===== src/rtl/dmem_store_buffer.sv =====
// Posted-write buffer between the processor data port and dmem: stores are queued
// in a small FIFO and retired when the port is idle; loads hitting a pending word stall.
module dmem_store_buffer #(
   parameter int DEPTH = 4,
   parameter int CNT_W = $clog2(DEPTH + 1)
) (
   input  logic             clock,
   input  logic             reset,
   input  logic [0:31]      addr_from_proc,
   input  logic [0:31]      data_from_proc,
   input  logic             write_enable_from_proc,
   input  logic             read_enable_from_proc,
   input  logic             byte_from_proc,
   input  logic             half_word_from_proc,
   input  logic             sign_extend_from_proc,
   output logic [0:31]      data_to_proc,
   output logic             stall_to_proc,
   output logic [0:31]      addr_to_mem,
   output logic [0:31]      data_to_mem,
   output logic             write_enable_to_mem,
   output logic             byte_to_mem,
   output logic             half_word_to_mem,
   output logic             sign_extend_to_mem,
   input  logic [0:31]      data_from_mem,
   output logic [CNT_W-1:0] count,
   output logic             empty
);

   localparam int PTR_W = (DEPTH > 1) ? $clog2(DEPTH) : 1;

   logic [0:31]      addr_q_r [DEPTH];
   logic [0:31]      data_q_r [DEPTH];
   logic [DEPTH-1:0] byte_q_r;
   logic [DEPTH-1:0] half_q_r;
   logic [DEPTH-1:0] valid_r;
   logic [PTR_W-1:0] head_r;
   logic [PTR_W-1:0] tail_r;
   logic [CNT_W-1:0] count_r;
   logic             empty_r;

   logic             full_s;
   logic             conflict_s;
   logic             enq_s;
   logic             deq_s;
   logic [CNT_W-1:0] count_next_s;

   function automatic logic word_match(input logic [0:31] a, input logic [0:31] b);
      return a[0:29] == b[0:29];
   endfunction

   assign data_to_proc = data_from_mem;
   assign count        = count_r;
   assign empty        = empty_r;
   assign full_s       = (count_r == CNT_W'(DEPTH));

   // Scan every live entry for a word-address hit against the current request
   always_comb begin
      conflict_s = 1'b0;
      for (int i = 0; i < DEPTH; i++) begin
         conflict_s = conflict_s | (valid_r[i] & word_match(addr_q_r[i], addr_from_proc));
      end
   end

   // Per-cycle arbitration of the dmem port; a simultaneous read+write is a store
   always_comb begin
      enq_s         = 1'b0;
      deq_s         = 1'b0;
      stall_to_proc = 1'b0;
      if (reset) begin
         enq_s = 1'b0;
      end else if (write_enable_from_proc) begin
         if (full_s) begin
            stall_to_proc = 1'b1;
            deq_s         = 1'b1;
         end else begin
            enq_s = 1'b1;
         end
      end else if (read_enable_from_proc) begin
         if (conflict_s) begin
            stall_to_proc = 1'b1;
            deq_s         = 1'b1;
         end else begin
            deq_s = 1'b0;
         end
      end else begin
         deq_s = (count_r != CNT_W'(0));
      end

      addr_to_mem         = addr_from_proc;
      data_to_mem         = data_from_proc;
      byte_to_mem         = byte_from_proc;
      half_word_to_mem    = half_word_from_proc;
      sign_extend_to_mem  = sign_extend_from_proc;
      write_enable_to_mem = 1'b0;
      if (deq_s) begin
         addr_to_mem         = addr_q_r[head_r];
         data_to_mem         = data_q_r[head_r];
         byte_to_mem         = byte_q_r[head_r];
         half_word_to_mem    = half_q_r[head_r];
         sign_extend_to_mem  = 1'b0;
         write_enable_to_mem = 1'b1;
      end else begin
         write_enable_to_mem = 1'b0;
      end
   end

   // Occupancy bookkeeping; enqueue and dequeue are mutually exclusive
   always_comb begin
      count_next_s = count_r;
      if (enq_s) begin
         count_next_s = count_r + CNT_W'(1);
      end else if (deq_s) begin
         count_next_s = count_r - CNT_W'(1);
      end else begin
         count_next_s = count_r;
      end
   end

   // FIFO storage, pointers and registered status
   always_ff @(posedge clock or posedge reset) begin
      if (reset) begin
         head_r   <= {PTR_W{1'b0}};
         tail_r   <= {PTR_W{1'b0}};
         count_r  <= {CNT_W{1'b0}};
         empty_r  <= 1'b1;
         valid_r  <= {DEPTH{1'b0}};
         byte_q_r <= {DEPTH{1'b0}};
         half_q_r <= {DEPTH{1'b0}};
         for (int i = 0; i < DEPTH; i++) begin
            addr_q_r[i] <= 32'h0000_0000;
            data_q_r[i] <= 32'h0000_0000;
         end
      end else begin
         if (enq_s) begin
            addr_q_r[tail_r] <= addr_from_proc;
            data_q_r[tail_r] <= data_from_proc;
            byte_q_r[tail_r] <= byte_from_proc;
            half_q_r[tail_r] <= half_word_from_proc;
            valid_r[tail_r]  <= 1'b1;
            tail_r           <= tail_r + PTR_W'(1);
         end else if (deq_s) begin
            valid_r[head_r] <= 1'b0;
            head_r          <= head_r + PTR_W'(1);
         end else begin
            head_r <= head_r;
         end
         count_r <= count_next_s;
         empty_r <= (count_next_s == CNT_W'(0));
      end
   end

endmodule


===== config.mk =====
export PLATFORM = sky130hd
export DESIGN_NAME = dmem_store_buffer
export DESIGN_NICKNAME = d
export VERILOG_FILES = /design/src/rtl/dmem_store_buffer.sv
export SDC_FILE = /design/constraint.sdc
export NUM_CORES = 1
export LEC_CHECK = 0
export BUFFER_PORTS_ARGS = -buffer_cell sky130_fd_sc_hd__buf_2
export CORE_ASPECT_RATIO = 1.25
export CORE_UTILIZATION = 58
export DETAILED_ROUTE_END_ITERATION = 10
export MAX_ROUTING_LAYER = met4
export PLACE_DENSITY = 0.8
export RECOVER_POWER = 100
export SYNTH_ARGS = -nofsm -noshare
export SYNTH_HDL_FRONTEND = slang
export SYNTH_SLANG_ARGS = --single-unit

===== constraint.sdc =====
create_clock -name clock -period 10.34 [get_ports clock]
set_clock_uncertainty 0.05 [all_clocks]
set_input_delay 1.034 -clock clock [delete_from_list [all_inputs] [get_ports clock]]
set_output_delay 1.034 -clock clock [all_outputs]
set_load 0.05 [all_outputs]

==> flow_summary.json <==
{
  "multiInputGateArea_mm2": 0.007295,
  "crit_path_top_delay_cell": "nand2_1",
  "ctsHoldBuffers": 0,
  "layout_common_cells": "273 x dfrtp_1, 264 x mux2_2, 134 x buf_2",
  "clk_path_buf_depth": 3,
  "synth_cell_types": 44,
  "clockRootBuffer": "clkbuf_16",
  "crit_path_cell_trace": "clkbuf_1 -> xor2_1 -> or4_1 -> nor4_1 -> nand3_1 -> nand4b_1 -> nand2_1 -> buf_4 -> mux2_1 -> buf_2",
  "max_stage_delay_ns": 0.58,
  "cts_setup_buffers": 0,
  "worst_ep_required_time_ns": 9.26,
  "die_h_um": 182.5,
  "grt_pass1_wl_mm": 56.30,
  "drt_iter0_markers": 503,
  "arrival_ns": 4.90,
  "htreeDepth": 1,
  "ir_drop_v": 0.0001819,
  "whs_path_depth": 1,
  "violations": "capacitance limit, slew limit",
  "place_congestion": 1.026,
  "via_per_inst": 6.091,
  "synth_edf_count": 0,
  "max_freq_mhz": 167.0,
  "syn_inst": 1077,
  "fill_cells": 1962,
  "hold_path_class": "reg -> reg",
  "setup_tns_ns": 0,
  "synth_top_area_share_pct": 45.54,
  "mostFrequentLayoutCell": "dfrtp_1",
  "hold_violations": 0,
  "cp-end-kind": "output pin",
  "placed_area_mm2": 0.01573,
  "clkTransAtPathRegs_ns": 0.06,
  "post_drt_wl_per_cell_um": 24.08,
  "synth_top_area_cell": "dfrtp_1",
  "area_growth_pct": 8.389,
  "r2r_end": "data_q_r[28]$_DFFE_PP0P_",
  "r2r_start": "count[0]$_DFF_PP0_",
  "worst_slew_pin_slew_ns": 3.874,
  "max-cap-violations": 5,
  "status": "finished with violations",
  "drv_slew": 341,
  "drc_errors": 0,
  "total_power_mw": 5.592,
  "syn_nets": 1191,
  "rsz0062_at_grt": "false",
  "cts_resized": 0,
  "io_pins": 208,
  "dieWidth_um": 146.4,
  "crit_buf_inv": 3,
  "min_period_over_period_pct": 57.91,
  "final_nets": 1256,
  "dp_hpwl_mm": 23.90,
  "core_mm2": 0.02546,
  "ff2ff_setup_slack_ns": 5.04,
  "clock_sink_count": 276,
  "drt_first_pass_iters": 7,
  "antenna_found_initial": 1,
  "period_needed_ns": 5.988,
  "ys.warnings.count": 0,
  "min-delay-start": "data_q_r[39]$_DFFE_PP0P_",
  "ant_nets": 0,
  "fp.dieArea_mm2": 0.02671,
  "drt_wl_total_mm": 36.09,
  "start_util_pct": 59.36,
  "leakagePower_nw": 6.820,
  "postLayoutCellArea_mm2": 0.01638,
  "synth_area_leaders": "dfrtp_1 46%, mux2_2 20%, mux4_2 9.8%",
  "r2r.worst_path.cells": 8,
  "ys.flop_type": "dfrtp_1",
  "io_buffers": 143,
  "synth-compound-area-share_pct": 0.8529,
  "synth_seq_cells": 276,
  "async_flop_share_pct": 100.0,
  "grt_max_degree": 133,
  "cp_max_fo": 55,
  "critical_path_class": "in -> out",
  "synth_xor_xnor_area_share_pct": 6.840,
  "synth_mux_area_share_pct": 36.21,
  "synthesis.area_mm2": 0.01511,
  "cellPowerDensity_mw_per_mm2": 341.5,
  "row_count": 65,
  "path_delay_family": "simple AND/OR/NAND/NOR gates",
  "yosys.area_share.simple_pct": 5.192,
  "synth_top_family_by_area": "multiplexers",
  "grt_pass1_vias": 9586,
  "cts_tree": "built",
  "synth_fa_ha_area_share_pct": 0.9109,
  "clk_latency_ns": 0.54,
  "relSlewSlack_pct": -158.2,
  "startpoint_type": "primary input",
  "numCtsBuffers": 28,
  "seq_area_mm2": 0.006913,
  "drive_gt1_share_pct": 44.45,
  "grt_overflow": 0,
  "syn_area_per_cell_um2": 14.03,
  "yosysSeqAreaShare_pct": 45.72,
  "finalSetupViolCount": 0,
  "grt_usage_pct": 28.54,
  "hold_end": "data_q_r[39]$_DFFE_PP0P_",
  "vias": 9130
}
## stage by stage
step	hold slack, ns	utilization [%]	setup slack [ns]	std cells
floorplan	0.4239	-	1.502	1077
global placement	0.4310	61.78	5.085	1447
detailed placement	0.4377	61.78	5.023	1447
CTS	0.4536	65.54	5.017	1498
global route	0.4625	64.34	3.932	1499
finish	0.4501	64.34	4.352	1499
## cells in the mapped netlist (all sizes together) (2+ instances only)
library cell,n
mux2,331
xnor2,112
nor2,3
dfrtp,275
nor4,17
a31oi,4
nand4,52
a21oi,6
nand2,19
nand4b,2
inv,9
mux4,66
xor2,6
nand2b,10
nor4b,4
or4,2
buf,47
nand3,14
ha,11
o21ai,2
clkbuf,68
## registers in the layout, summed over array words and instances (netlist names)
register and cells:
tail_r 2, addr_q_r 128, half_q_r 4, head_r 2, valid_r 4, count 3, empty 1, byte_q_r 4
data_q_r 128
## how the worst max path moves through the flow
stage	from	to	depth (start not counted)
floorplan	reset	count[2]$_DFF_PP0_	5
global placement	addr_from_proc[10]	data_to_mem[15]	10
detailed placement	addr_from_proc[10]	data_to_mem[3]	10
CTS	addr_from_proc[27]	data_to_mem[3]	10
global route	reset	head_r[0]$_DFFE_PP0P_	4
finish	addr_from_proc[10]	data_to_mem[3]	10
## kinds of logic after synthesis
group | count (synthesis)
multiplexers | 398
buffers and inverters | 124
adder cells (fa/ha/maj) | 11
flip-flops | 276
AND/OR/NAND/NOR | 131
AO/OA/AOI/OAI | 19
XOR/XNOR | 118
## power by group
| group | switching [mW] | leakage, nW | internal, mW |
|---|---|---|---|
| Combinational | 1.27 | 3.03 | 1.23 |
| Sequential | 0.428 | 3.33 | 1.62 |
| Clock | 0.414 | 0.462 | 0.631 |
## cell type report
class                   count  area share [%]
multi-input cells         677           44.54
flip-flops and latches    276           42.21
clock buffers              44           5.142
repair buffers            150           4.576
well taps                 335           2.559
clock inverters             7          0.7029
inverters                   9          0.2521
diodes                      1         0.01528
## metal layers
metal  part of all wire (%)  up-vias  GRT usage, %
li1                       -     4075             -
met1                     41     4755         35.91
met2                     52      245         48.42
met3                    3.9       55         2.950
met4                    3.0        0         9.750
met5                      0        -             -
No activity file was read; power rests on OpenSTA's default activity.
